[src/rtl/ex_mem_pkg.sv]
// ex_mem_pkg: shared widths, payload layout and skid-buffer state names for
// the EX/MEM pipeline register.
//   - Field widths replace the old sysconfig.v macros.
//   - ex_mem_payload_t is the concatenated payload.
//   - EX_MEM_BUS_LEN is the payload width.
//   - skid_state_e names the {main_v, skid_v} occupancy.
package ex_mem_pkg;

  localparam int unsigned XLEN              = 32;
  localparam int unsigned INST_LEN          = 32;
  localparam int unsigned REG_ADDRWIDTH     = 5;
  localparam int unsigned CSR_REG_ADDRWIDTH = 12;
  localparam int unsigned MEMOP_LEN         = 5;
  localparam int unsigned TRAP_BUS          = 8;

  // Field order defines the bit-slice layout of the concatenated bus.
  typedef struct packed {
    logic [XLEN-1:0]              pc;
    logic [INST_LEN-1:0]          inst_data;
    logic [REG_ADDRWIDTH-1:0]     rd_idx;
    logic [XLEN-1:0]              exu_result;
    logic [XLEN-1:0]              rs2_data;
    logic [CSR_REG_ADDRWIDTH-1:0] csr_idx;
    logic [XLEN-1:0]              csr_wdata;
    logic [MEMOP_LEN-1:0]         mem_op;
    logic [TRAP_BUS-1:0]          trap_bus;
  } ex_mem_payload_t;

  localparam int unsigned EX_MEM_BUS_LEN = $bits(ex_mem_payload_t);

  // Encoding is {main_v, skid_v}; 2'b01 cannot occur.
  typedef enum logic [1:0] {
    SKID_EMPTY = 2'b00,
    SKID_ONE   = 2'b10,
    SKID_FULL  = 2'b11
  } skid_state_e;

endpackage

[src/rtl/ex_mem_skid_buf.sv]
// skid_buf: generic valid/ready pipeline stage with a one-entry skid buffer.
// ready_o depends only on registered state, so there is no combinational path
// from ready_i.
// Ports:
//   - clk, rst: clock and synchronous active-high reset.
//   - flush_i: drops all held beats.
//   - valid_i, ready_o, data_i: upstream handshake.
//   - valid_o, ready_i, data_o: downstream handshake.
module skid_buf
  import ex_mem_pkg::*;
#(
  parameter int unsigned WIDTH = 1
) (
  input  logic             clk,
  input  logic             rst,
  input  logic             flush_i,
  input  logic             valid_i,
  output logic             ready_o,
  input  logic [WIDTH-1:0] data_i,
  output logic             valid_o,
  input  logic             ready_i,
  output logic [WIDTH-1:0] data_o
);

  logic             main_v_q, main_v_d;
  logic             skid_v_q, skid_v_d;
  logic [WIDTH-1:0] main_q, main_d;
  logic [WIDTH-1:0] skid_q;
  logic             main_en, skid_en;
  logic             accept, leave;
  skid_state_e      state;

  assign ready_o = ~skid_v_q;
  assign valid_o = main_v_q;
  assign data_o  = main_q;

  assign accept = valid_i & ready_o;
  assign leave  = main_v_q & ready_i;

  always_comb begin
    unique case ({main_v_q, skid_v_q})
      2'b00:   state = SKID_EMPTY;
      2'b10:   state = SKID_ONE;
      default: state = SKID_FULL;
    endcase
  end

  always_comb begin
    main_v_d = main_v_q;
    skid_v_d = skid_v_q;
    main_d   = data_i;
    main_en  = 1'b0;
    skid_en  = 1'b0;
    unique case (state)
      SKID_EMPTY: begin
        if (accept) begin
          main_v_d = 1'b1;
          main_en  = 1'b1;
        end
      end
      SKID_ONE: begin
        if (accept && !leave) begin
          skid_v_d = 1'b1;
          skid_en  = 1'b1;
        end else if (accept && leave) begin
          main_en = 1'b1;
        end else if (leave) begin
          main_v_d = 1'b0;
        end
      end
      SKID_FULL: begin
        // The overflow beat moves up when the head leaves.
        if (leave) begin
          main_d   = skid_q;
          main_en  = 1'b1;
          skid_v_d = 1'b0;
        end
      end
      default: ;
    endcase
    // Flush wins over everything. Payload stays untouched because only the
    // valid bits matter once they are cleared.
    if (flush_i) begin
      main_v_d = 1'b0;
      skid_v_d = 1'b0;
      main_en  = 1'b0;
      skid_en  = 1'b0;
    end
  end

  always_ff @(posedge clk) begin
    if (rst) begin
      main_v_q <= 1'b0;
      skid_v_q <= 1'b0;
      main_q   <= '0;
      skid_q   <= '0;
    end else begin
      main_v_q <= main_v_d;
      skid_v_q <= skid_v_d;
      if (main_en) main_q <= main_d;
      if (skid_en) skid_q <= data_i;
    end
  end

endmodule

[src/rtl/ex_mem.sv]
// ex_mem: EX-to-MEM pipeline stage register.
// The stage packs the EX results into one payload bus and passes it through a
// skid_buf. It can absorb one beat of MEM back-pressure and it supports flush.
// Ports:
//   - clk, rst: clock and synchronous active-high reset.
//   - valid_ex_mem_i, ready_ex_mem_o: EX-side handshake.
//   - *_ex_mem_i: EX payload fields.
//   - flush_ex_mem_i: discards all held beats.
//   - valid_ex_mem_o, ready_ex_mem_i: MEM-side handshake.
//   - *_ex_mem_o: payload fields presented to MEM.
module ex_mem
  import ex_mem_pkg::*;
(
  input  logic                         clk,
  input  logic                         rst,
  input  logic                         valid_ex_mem_i,
  output logic                         ready_ex_mem_o,
  input  logic [XLEN-1:0]              pc_ex_mem_i,
  input  logic [INST_LEN-1:0]          inst_data_ex_mem_i,
  input  logic [REG_ADDRWIDTH-1:0]     rd_idx_ex_mem_i,
  input  logic [XLEN-1:0]              exu_result_ex_mem_i,
  input  logic [XLEN-1:0]              rs2_data_ex_mem_i,
  input  logic [CSR_REG_ADDRWIDTH-1:0] csr_idx_ex_mem_i,
  input  logic [XLEN-1:0]              csr_wdata_ex_mem_i,
  input  logic [MEMOP_LEN-1:0]         mem_op_ex_mem_i,
  input  logic [TRAP_BUS-1:0]          trap_bus_ex_mem_i,
  input  logic                         flush_ex_mem_i,
  output logic                         valid_ex_mem_o,
  input  logic                         ready_ex_mem_i,
  output logic [XLEN-1:0]              pc_ex_mem_o,
  output logic [INST_LEN-1:0]          inst_data_ex_mem_o,
  output logic [REG_ADDRWIDTH-1:0]     rd_idx_ex_mem_o,
  output logic [XLEN-1:0]              exu_result_ex_mem_o,
  output logic [XLEN-1:0]              rs2_data_ex_mem_o,
  output logic [CSR_REG_ADDRWIDTH-1:0] csr_idx_ex_mem_o,
  output logic [XLEN-1:0]              csr_wdata_ex_mem_o,
  output logic [MEMOP_LEN-1:0]         mem_op_ex_mem_o,
  output logic [TRAP_BUS-1:0]          trap_bus_ex_mem_o
);

  ex_mem_payload_t in_pl;
  ex_mem_payload_t out_pl;

  always_comb begin
    in_pl            = '0;
    in_pl.pc         = pc_ex_mem_i;
    in_pl.inst_data  = inst_data_ex_mem_i;
    in_pl.rd_idx     = rd_idx_ex_mem_i;
    in_pl.exu_result = exu_result_ex_mem_i;
    in_pl.rs2_data   = rs2_data_ex_mem_i;
    in_pl.csr_idx    = csr_idx_ex_mem_i;
    in_pl.csr_wdata  = csr_wdata_ex_mem_i;
    in_pl.mem_op     = mem_op_ex_mem_i;
    in_pl.trap_bus   = trap_bus_ex_mem_i;
  end

  skid_buf #(
    .WIDTH(EX_MEM_BUS_LEN)
  ) u_skid_buf (
    .clk    (clk),
    .rst    (rst),
    .flush_i(flush_ex_mem_i),
    .valid_i(valid_ex_mem_i),
    .ready_o(ready_ex_mem_o),
    .data_i (in_pl),
    .valid_o(valid_ex_mem_o),
    .ready_i(ready_ex_mem_i),
    .data_o (out_pl)
  );

  assign pc_ex_mem_o         = out_pl.pc;
  assign inst_data_ex_mem_o  = out_pl.inst_data;
  assign rd_idx_ex_mem_o     = out_pl.rd_idx;
  assign exu_result_ex_mem_o = out_pl.exu_result;
  assign rs2_data_ex_mem_o   = out_pl.rs2_data;
  assign csr_idx_ex_mem_o    = out_pl.csr_idx;
  assign csr_wdata_ex_mem_o  = out_pl.csr_wdata;
  assign mem_op_ex_mem_o     = out_pl.mem_op;
  assign trap_bus_ex_mem_o   = out_pl.trap_bus;

endmodule

[config.mk]
export PLATFORM = sky130hd
export DESIGN_NAME = ex_mem
export DESIGN_NICKNAME = d
export VERILOG_FILES = /design/src/rtl/ex_mem_pkg.sv /design/src/rtl/ex_mem_skid_buf.sv /design/src/rtl/ex_mem.sv
export SDC_FILE = /design/constraint.sdc
export NUM_CORES = 1
export LEC_CHECK = 0
export CAP_MARGIN = 20
export CORE_MARGIN = 2
export CORE_UTILIZATION = 50
export CTS_BUF_LIST = sky130_fd_sc_hd__clkbuf_4
export DETAILED_ROUTE_END_ITERATION = 10
export PLACE_DENSITY = 0.87
export SKIP_CTS_REPAIR_TIMING = 1
export SYNTH_ARGS = -nofsm -noshare
export SYNTH_HDL_FRONTEND = slang
export SYNTH_SLANG_ARGS = --single-unit
[constraint.sdc]
create_clock -name clk -period 2.39 [get_ports clk]
set_input_delay 0.3585 -clock clk [delete_from_list [all_inputs] [get_ports clk]]
set_output_delay 0.3585 -clock clk [all_outputs]
set_load 0.01 [all_outputs]
==> results.py, run 1 <==
metrics = {
    "outcome": {
        "outcome": "finished, final reports clean",
    },
    "floorplanning": {
        "io_pins": 387,
        "coreArea_um2": 28860,
        "die_height_um": 175.5,
        "die_area_um2": 30790,
        "row_count": 62,
        "die_x_um": 175.5,
        "initial_utilization_pct": 50.95,
    },
    "worst_setup_path": {
        "end_kind": "output pin",
        "setup.worst_path.end": "valid_ex_mem_o",
        "r2r_slack_ns": 0.33,
        "reg2regPathDepth": 6,
        "worstSetupPathType": "reg -> out",
        "cp_data_required_time_ns": 2.03,
        "r2r-start": "u_skid_buf.valid_o",
        "startpoint": "u_skid_buf.valid_o",
        "timing.rr.end": "u_skid_buf.data_o[85]",
        "cp_slowest_cell": "clkdlybuf4s50_1",
        "cp.arrival_ns": 1.86,
        "worst_path_largest_cell_delay_ns": 0.64,
        "crit_cells": 1,
        "cp_top_family": "buffers and inverters",
        "path_cells": "clkdlybuf4s50_1",
        "crit_buf_inv": 1,
        "crit_fanout": 9,
        "startpoint_type": "flip-flop",
    },
    "clock_network": {
        "cts_tree": "done",
        "clock-sinks": 382,
        "h-tree-depth": 3,
        "worstSkewPairLatency_ns": 0.71,
        "cts_root_buf": "clkbuf_4",
        "numCtsBuffers": 96,
        "clk_pin_slew_worst_paths_ns": 0.06,
        "clockBufferDepth": 3,
    },
    "final_layout": {
        "instances_no_fill": 2698,
        "seq_area_um2": 7647,
        "num-fill-cells": 2210,
        "drive_gt1_share_pct": 8.666,
        "multiInputGateArea_um2": 6366,
        "nets": 2444,
        "layout_common_cells": "762 x nand2_1, 385 x clkdlybuf4s50_1, 382 x dfxtp_1, 192 x nor2_1, 192 x a21oi_1",
        "final_common_cell": "nand2_1",
        "synthToLayoutAreaGrowth_pct": 36.40,
    },
    "drt": {
        "vias": 14890,
        "via_per_inst": 5.520,
        "ant_nets": 0,
        "dr.pass1.iters": 5,
        "drc": 0,
        "drt_iter0_markers": 1259,
        "post_drt_wl_per_cell_um": 16.17,
        "wl_mm": 43.62,
    },
    "sta": {
        "finalClockSkew_ns": 0.06801,
        "min_period_over_period_pct": 92.81,
        "rsz0062_at_grt": "false",
        "setup_violations": 0,
        "setup_total_negative_slack_ns": 0,
        "fmax_mhz": 450.8,
        "slew_headroom_pct": 62.12,
        "hold_violations": 0,
        "worst_pin_slew_ns": 0.5682,
        "finalCriticalPeriod_ns": 2.218,
        "timing.hold.ws_ns": 0.09685,
        "slew_viol_final": 0,
    },
    "logic_synthesis": {
        "synth_ff_type": "dfxtp_1",
        "syn_area_um2": 14700,
        "synth_top_family_by_area": "simple AND/OR/NAND/NOR gates",
        "netlist-cell-type-count": 20,
        "yosysSeqAreaShare_pct": 52.02,
        "synth-simple-area-share_pct": 24.66,
        "synth_fa_ha_area_share_pct": 0,
        "synth-edff-count": 0,
        "synth-compound-area-share_pct": 18.35,
        "synth_cells": 1896,
        "synth_xor_area_share_pct": 0,
        "synth_top_area_cell": "dfxtp_1",
        "avgSynthCellArea_um2": 7.754,
        "yosysTopAreaCellShare_pct": 52.02,
        "ys_warn_count": 0,
        "synthArstFlopShare_pct": 0,
        "synth_nets": 2091,
        "ys_ff_latch": 382,
        "synthMuxAreaShare_pct": 0,
        "synthTopCellsByArea": "dfxtp_1 52%, nand2_1 19%, a311oi_1 11%, a21oi_1 6.5%, nor2_1 4.9%",
    },
    "global_routing": {
        "grt_overflow_total": 0,
        "grt_pass1_wl_mm": 69.26,
        "antenna_found_initial": 7,
        "grt_usage_pct": 27.16,
        "grt_max_degree": 100,
        "grt_pass1_vias": 14180,
    },
    "worst_hold_path": {
        "hp-class": "in -> reg",
    },
    "placement": {
        "gp_routability_congestion": 0.7897,
        "place_inst": 2535,
        "numPortBuffers": 386,
        "dp_hpwl_mm": 27.86,
    },
    "pwr": {
        "pwr-share-comb_pct": 12.5,
        "p_per_area_nw_per_um2": 690.8,
        "max-vdd-ir-drop_mv": 0.4470,
        "seqPwrFrac_pct": 48.9,
        "p_total_mw": 13.85,
        "p_sw_share_pct": 25.07,
        "p_leak_nw": 7.146,
        "clkPwrFrac_pct": 38.6,
        "internal_power_mw": 10.38,
        "p_sw_mw": 3.473,
    },
    "run": {
        "maxCapViolCount": 0,
    },
}
## layout make-up
class / instances / share of cell area, %
well taps: 384 / 2.396
flip-flops and latches: 382 / 38.14
repair buffers: 423 / 21.80
clock inverters: 13 / 0.4368
inverters: 1 / 0.01872
diodes: 6 / 0.07487
clock buffers: 144 / 5.391
multi-input cells: 1345 / 31.75
## sequential cells by signal (all words and copies together) (netlist names)
| name | cells |
|---|---|
| u_skid_buf.skid_q | 190 |
| u_skid_buf.valid_o | 1 |
| u_skid_buf.skid_v_q | 1 |
| u_skid_buf.data_o | 190 |
## kinds of logic after synthesis
family	after synthesis
compound gates	384
buf+inv	169
simple gates	961
flops	382
## synth_stat cells (2+ instances only)
cell type / instances
buf_2: 62
a311oi_2: 9
a21oi_1: 192
nor2_1: 192
clkbuf_1: 98
buf_1: 5
buf_6: 2
nand2_1: 762
dfxtp_1: 382
a311oi_1: 181
nand3_1: 2
## power by group through the flow
stage	Sequential [mW]	Clock, mW	Combinational, mW
floorplan	7.00	0	0.599
global placement	6.91	0	1.68
detailed placement	6.92	0	1.72
CTS	6.78	5.44	1.73
global route	6.80	5.81	1.86
finish	6.78	5.34	1.73
## worst min-delay path by stage
stage / startpoint / endpoint / slack, ns / cells after the start
5_1_grt: rst / u_skid_buf.skid_q[50] / 0.08 / 2
6_report: rst / u_skid_buf.skid_q[50] / 0.1 / 2
3_5_place_dp: u_skid_buf.skid_q[150] / u_skid_buf.skid_q[150] / 0.45 / 2
4_1_cts: rst / u_skid_buf.skid_q[50] / 0.05 / 2
3_3_place_gp: u_skid_buf.skid_q[155] / u_skid_buf.skid_q[155] / 0.44 / 2
2_1_floorplan: u_skid_buf.skid_q[0] / u_skid_buf.skid_q[0] / 0.44 / 2
## through the flow
step | instance area (µm²) | util (%) | setup slack [ns]
after global placement | 18870 | 65.39 | 0.2130
after floorplan | 14700 | - | 0.7329
after global routing | 20050 | 69.49 | 0.05324
final | 20050 | 69.49 | 0.1718
after CTS | 20040 | 69.44 | 0.1104
after detailed placement | 18870 | 65.39 | 0.1302
## routing by layer
layer | wire length (µm) | share of wire [%] | track usage [%] | up-vias
met2 | 21060 | 48 | 44.41 | 650
li1 | - | - | - | 7117
met1 | 16380 | 38 | 31.77 | 6969
met3 | 3758 | 8.6 | 7.446 | 155
met4 | 2410 | 5.5 | 16.63 | 2
met5 | 13 | 0.030 | 0 | -
(Power assumes the default switching activity.)
==> inputs of run 2 (changes only) <==
--- a/constraint.sdc
+++ b/constraint.sdc
@@ -3,2 +3,2 @@
 set_output_delay 0.3585 -clock clk [all_outputs]
-set_load 0.01 [all_outputs]
+set_load 0.05 [all_outputs]
==> results.py, run 2 (synthesized netlist as in run 1, its figures left out) <==
metrics = {
    "outcome": {
        "outcome": "finished, final reports clean",
    },
    "pwr": {
        "p_total_mw": 14.54,
        "max-vdd-ir-drop_mv": 0.4510,
        "p_leak_nw": 7.178,
        "p_per_area_nw_per_um2": 724.9,
    },
    "placement": {
        "pre_cts_ws_ns": 0.1302,
        "numPortBuffers": 386,
        "gp_routability_congestion": 0.7897,
        "place_inst": 2535,
        "dp_hpwl_mm": 27.86,
    },
    "sta": {
        "hold_violations": 0,
        "finalClockSkew_ns": 0.06948,
        "setup_ws_ns": 0.1240,
        "min_period_over_period_pct": 94.81,
        "slew_headroom_pct": 55.40,
        "rsz0062_at_grt": "false",
        "finalCriticalPeriod_ns": 2.266,
        "fmax_mhz": 441.3,
        "worst_pin_slew_ns": 0.6669,
        "setup_total_negative_slack_ns": 0,
        "slew_viol_final": 0,
        "setup_violations": 0,
    },
    "clock_network": {
        "h-tree-depth": 3,
        "clockBufferDepth": 3,
        "worstSkewPairLatency_ns": 0.71,
        "cts_root_buf": "clkbuf_4",
        "cts_tree": "done",
        "numCtsBuffers": 96,
        "clock-sinks": 382,
        "clk_pin_slew_worst_paths_ns": 0.06,
    },
    "final_layout": {
        "layout_common_cells": "762 x nand2_1, 382 x clkdlybuf4s50_1, 382 x dfxtp_1, 192 x nor2_1, 192 x a21oi_1",
        "multiInputGateArea_um2": 6366,
        "seq_area_um2": 7647,
        "drive_gt1_share_pct": 8.666,
        "instances_no_fill": 2698,
        "utilization_pct": 69.52,
        "num-fill-cells": 2210,
        "nets": 2444,
        "final_common_cell": "nand2_1",
        "synthToLayoutAreaGrowth_pct": 36.45,
    },
    "worst_setup_path": {
        "reg2regPathDepth": 6,
        "timing.rr.end": "u_skid_buf.data_o[85]",
        "cp_data_required_time_ns": 2.03,
        "path_cells": "clkdlybuf4s50_1",
        "crit_fanout": 2,
        "startpoint_type": "flip-flop",
        "cp_top_family": "buffers and inverters",
        "r2r-start": "u_skid_buf.valid_o",
        "crit_buf_inv": 1,
        "startpoint": "u_skid_buf.data_o[136]",
        "worstSetupPathType": "reg -> out",
        "cp_slowest_cell": "clkdlybuf4s50_1",
        "r2r_slack_ns": 0.33,
        "cp.arrival_ns": 1.91,
        "end_kind": "output pin",
        "worst_path_largest_cell_delay_ns": 0.82,
    },
    "global_routing": {
        "grt_usage_pct": 27.16,
        "use_met3_pct": 7.446,
        "use_met1_pct": 31.77,
        "grt_max_degree": 100,
        "grt_overflow_total": 0,
        "antenna_found_initial": 7,
        "grt_pass1_vias": 14180,
        "grt.busiest_layer": "met2",
        "met2_usage_pct": 44.41,
        "grt_pass1_wl_mm": 69.26,
    },
    "floorplanning": {
        "io_pins": 387,
        "die_height_um": 175.5,
        "row_count": 62,
        "coreArea_um2": 28860,
        "die_x_um": 175.5,
        "initial_utilization_pct": 50.95,
        "die_area_um2": 30790,
    },
    "drt": {
        "wl_mm": 43.61,
        "drt_iter0_markers": 1264,
        "via_per_inst": 5.526,
        "ant_nets": 0,
        "drc": 0,
        "vias": 14910,
        "post_drt_wl_per_cell_um": 16.16,
        "dr.pass1.iters": 8,
    },
    "worst_hold_path": {
        "worstHoldStart": "rst",
        "min_path_cells": 2,
        "hp-class": "in -> reg",
        "min_to": "u_skid_buf.skid_q[50]",
    },
    "run": {
        "maxCapViolCount": 0,
    },
}
==> run 2: cell types whose count changed in the layout (fill, tap and decap cells not counted), sizes merged <==
cell / change
dlymetal6s2s: +3
clkdlybuf4s50: -3
==> run 2: area by class of cell <==
cell class | instances | area share (%)
Sequential cell | 382 | 38.12
Multi-Input combinational cell | 1345 | 31.73
Timing Repair Buffer | 423 | 21.83
Clock buffer | 144 | 5.389
Tap cell | 384 | 2.395
Clock inverter | 13 | 0.4366
Antenna cell | 6 | 0.07485
Inverter | 1 | 0.01871
==> run 2: layer usage <==
layer | up-vias | wire length, µm
li1 | 7117 | -
met3 | 149 | 3855
met4 | 2 | 2384
met1 | 6963 | 16300
met2 | 679 | 21060
met5 | - | 13
==> run 2: power by group <==
part	total (mW)	leakage [nW]	switching, mW	internal, mW
logic	2.42	3.37	1.49	0.927
registers	6.78	3.11	0.154	6.63
clock network	5.34	0.695	2.52	2.82
total	14.5	7.18	4.17	10.4
==> run 2: worst max path at each step <==
stage / cells after the start / to / slack, ns
after global placement: 7 / u_skid_buf.data_o[138] / 0.21
after floorplan: 6 / u_skid_buf.data_o[180] / 0.40
final: 1 / inst_data_ex_mem_o[10] / 0.12
after detailed placement: 7 / u_skid_buf.data_o[189] / 0.13
after global routing: 1 / inst_data_ex_mem_o[16] / 0.04
after CTS: 1 / valid_ex_mem_o / -0.16
==> run 2: metrics by stage <==
step                hold WS [ns]  area [µm²]
floorplan                 0.4366       14700
global placement          0.4409       18870
detailed placement        0.4469       18870
CTS                      0.04975       20040
global route             0.08452       20060
finish                   0.09802       20060
==> inputs of run 3 (changes only) <==
- GPL_TIMING_DRIVEN: default -> 0
- TNS_END_PERCENT: default -> 1
==> results.py, run 3 (synthesized netlist as in run 1, its figures left out) <==
metrics = {
    "outcome": {
        "outcome": "finished, final reports clean",
    },
    "clock_network": {
        "worstSkewPairLatency_ns": 0.71,
        "clk_pin_slew_worst_paths_ns": 0.07,
        "cts_tree": "done",
        "cts_root_buf": "clkbuf_4",
        "clock-sinks": 382,
        "clockBufferDepth": 3,
        "h-tree-depth": 3,
        "numCtsBuffers": 96,
    },
    "placement": {
        "numPortBuffers": 385,
        "gp_routability_congestion": 0.8877,
        "dp_hpwl_mm": 33.59,
    },
    "final_layout": {
        "nets": 2573,
        "num-fill-cells": 2259,
        "drive_gt1_share_pct": 9.218,
        "synthToLayoutAreaGrowth_pct": 37.24,
        "final_common_cell": "nand2_1",
        "layout_common_cells": "762 x nand2_1, 383 x clkdlybuf4s50_1, 382 x dfxtp_1, 192 x nor2_1, 192 x a21oi_1",
    },
    "worst_setup_path": {
        "crit_buf_inv": 1,
        "worst_path_largest_cell_delay_ns": 0.86,
        "reg2regPathDepth": 6,
        "cp_data_required_time_ns": 2.03,
        "startpoint_type": "flip-flop",
        "startpoint": "u_skid_buf.data_o[85]",
        "timing.rr.end": "u_skid_buf.data_o[144]",
        "r2r_slack_ns": 0.20,
        "worstSetupPathType": "reg -> out",
        "cp_slowest_cell": "clkdlybuf4s50_1",
        "end_kind": "output pin",
        "crit_fanout": 2,
        "cp_top_family": "buffers and inverters",
        "cp.arrival_ns": 1.92,
        "r2r-start": "u_skid_buf.valid_o",
        "path_cells": "clkdlybuf4s50_1",
    },
    "worst_hold_path": {
        "min_to": "u_skid_buf.skid_q[62]",
        "worstHoldStart": "rs2_data_ex_mem_i[5]",
        "min_path_cells": 3,
        "hp-class": "in -> reg",
    },
    "pwr": {
        "p_total_mw": 14.38,
        "p_per_area_nw_per_um2": 712.8,
        "p_leak_nw": 7.321,
        "max-vdd-ir-drop_mv": 0.4819,
    },
    "sta": {
        "rsz0062_at_grt": "false",
        "timing.hold.ws_ns": 0.2346,
        "fmax_mhz": 439.3,
        "setup_total_negative_slack_ns": 0,
        "setup_violations": 0,
        "worst_pin_slew_ns": 0.8402,
        "min_period_over_period_pct": 95.24,
        "finalCriticalPeriod_ns": 2.276,
        "slew_headroom_pct": 43.99,
        "hold_violations": 0,
        "slew_viol_final": 0,
        "finalClockSkew_ns": 0.05136,
    },
    "global_routing": {
        "grt_pass1_wl_mm": 74.85,
        "grt_usage_pct": 29.90,
        "antenna_found_initial": 7,
        "grt_max_degree": 14,
        "grt_pass1_vias": 15290,
        "grt_overflow_total": 0,
    },
    "floorplanning": {
        "die_height_um": 175.5,
        "die_area_um2": 30790,
        "initial_utilization_pct": 50.95,
        "coreArea_um2": 28860,
        "row_count": 62,
        "die_x_um": 175.5,
        "io_pins": 387,
    },
    "drt": {
        "drc": 0,
        "via_per_inst": 5.520,
        "wl_mm": 47.50,
        "drt_iter0_markers": 1120,
        "dr.pass1.iters": 6,
        "vias": 15580,
        "post_drt_wl_per_cell_um": 16.83,
        "ant_nets": 0,
    },
    "run": {
        "maxCapViolCount": 0,
    },
}
-- run 3: worst max-delay path by stage --
| stage | end | slack (ns) | depth (start not counted) |
|---|---|---|---|
| 2_1_floorplan | u_skid_buf.data_o[180] | 0.40 | 6 |
| 3_3_place_gp | u_skid_buf.skid_q[120] | -0.44 | 8 |
| 3_5_place_dp | u_skid_buf.data_o[166] | -0.54 | 7 |
| 4_1_cts | ready_ex_mem_o | -0.12 | 2 |
| 5_1_grt | rs2_data_ex_mem_o[28] | 0.02 | 1 |
| 6_report | rs2_data_ex_mem_o[28] | 0.11 | 1 |
-- run 3: layout make-up --
type	count	area, µm²	area share [%]
flip-flops and latches	382	7647	37.90
clock inverters	8	45.04	0.2232
plain buffers	167	729.5	3.615
clock buffers	142	1066	5.283
well taps	384	480.5	2.381
repair buffers	385	3859	19.12
multi-input cells	1345	6324	31.34
inverters	1	3.754	0.01860
diodes	9	22.52	0.1116
-- run 3: power breakdown --
group	internal [mW]	switching [mW]	leakage [nW]	total [mW]
combinational	0.919	1.54	3.55	2.46
sequential	6.63	0.151	3.11	6.78
clock	2.67	2.48	0.660	5.15
total	10.2	4.17	7.32	14.4
-- run 3: through the flow --
stage	cells	area, µm²	utilization, %	setup slack [ns]
after floorplan	1896	14700	-	0.3982
after global placement	2665	19040	65.96	-0.4354
after detailed placement	2665	19040	65.96	-0.5355
after CTS	2815	20150	69.81	-0.1203
after global routing	2821	20170	69.90	0.01908
final	2823	20180	69.92	0.1137
-- run 3: layer usage --
layer | vias to the layer above | track usage (%) | part of all wire (%)
li1 | 7389 | - | -
met1 | 7278 | 35.21 | 38
met2 | 740 | 49.20 | 48
met3 | 176 | 7.013 | 8.5
met4 | 0 | 18.87 | 5.6
met5 | - | 0 | 0
-- run 3: worst register-to-register path, cell delays in order (launching register included) --
cell and delay, ns:
dfxtp_1 0.38, or2_1 0.26, a211oi_1 0.27, clkbuf_4 0.34, buf_2 0.35, buf_2 0.30
a311oi_1 0.12
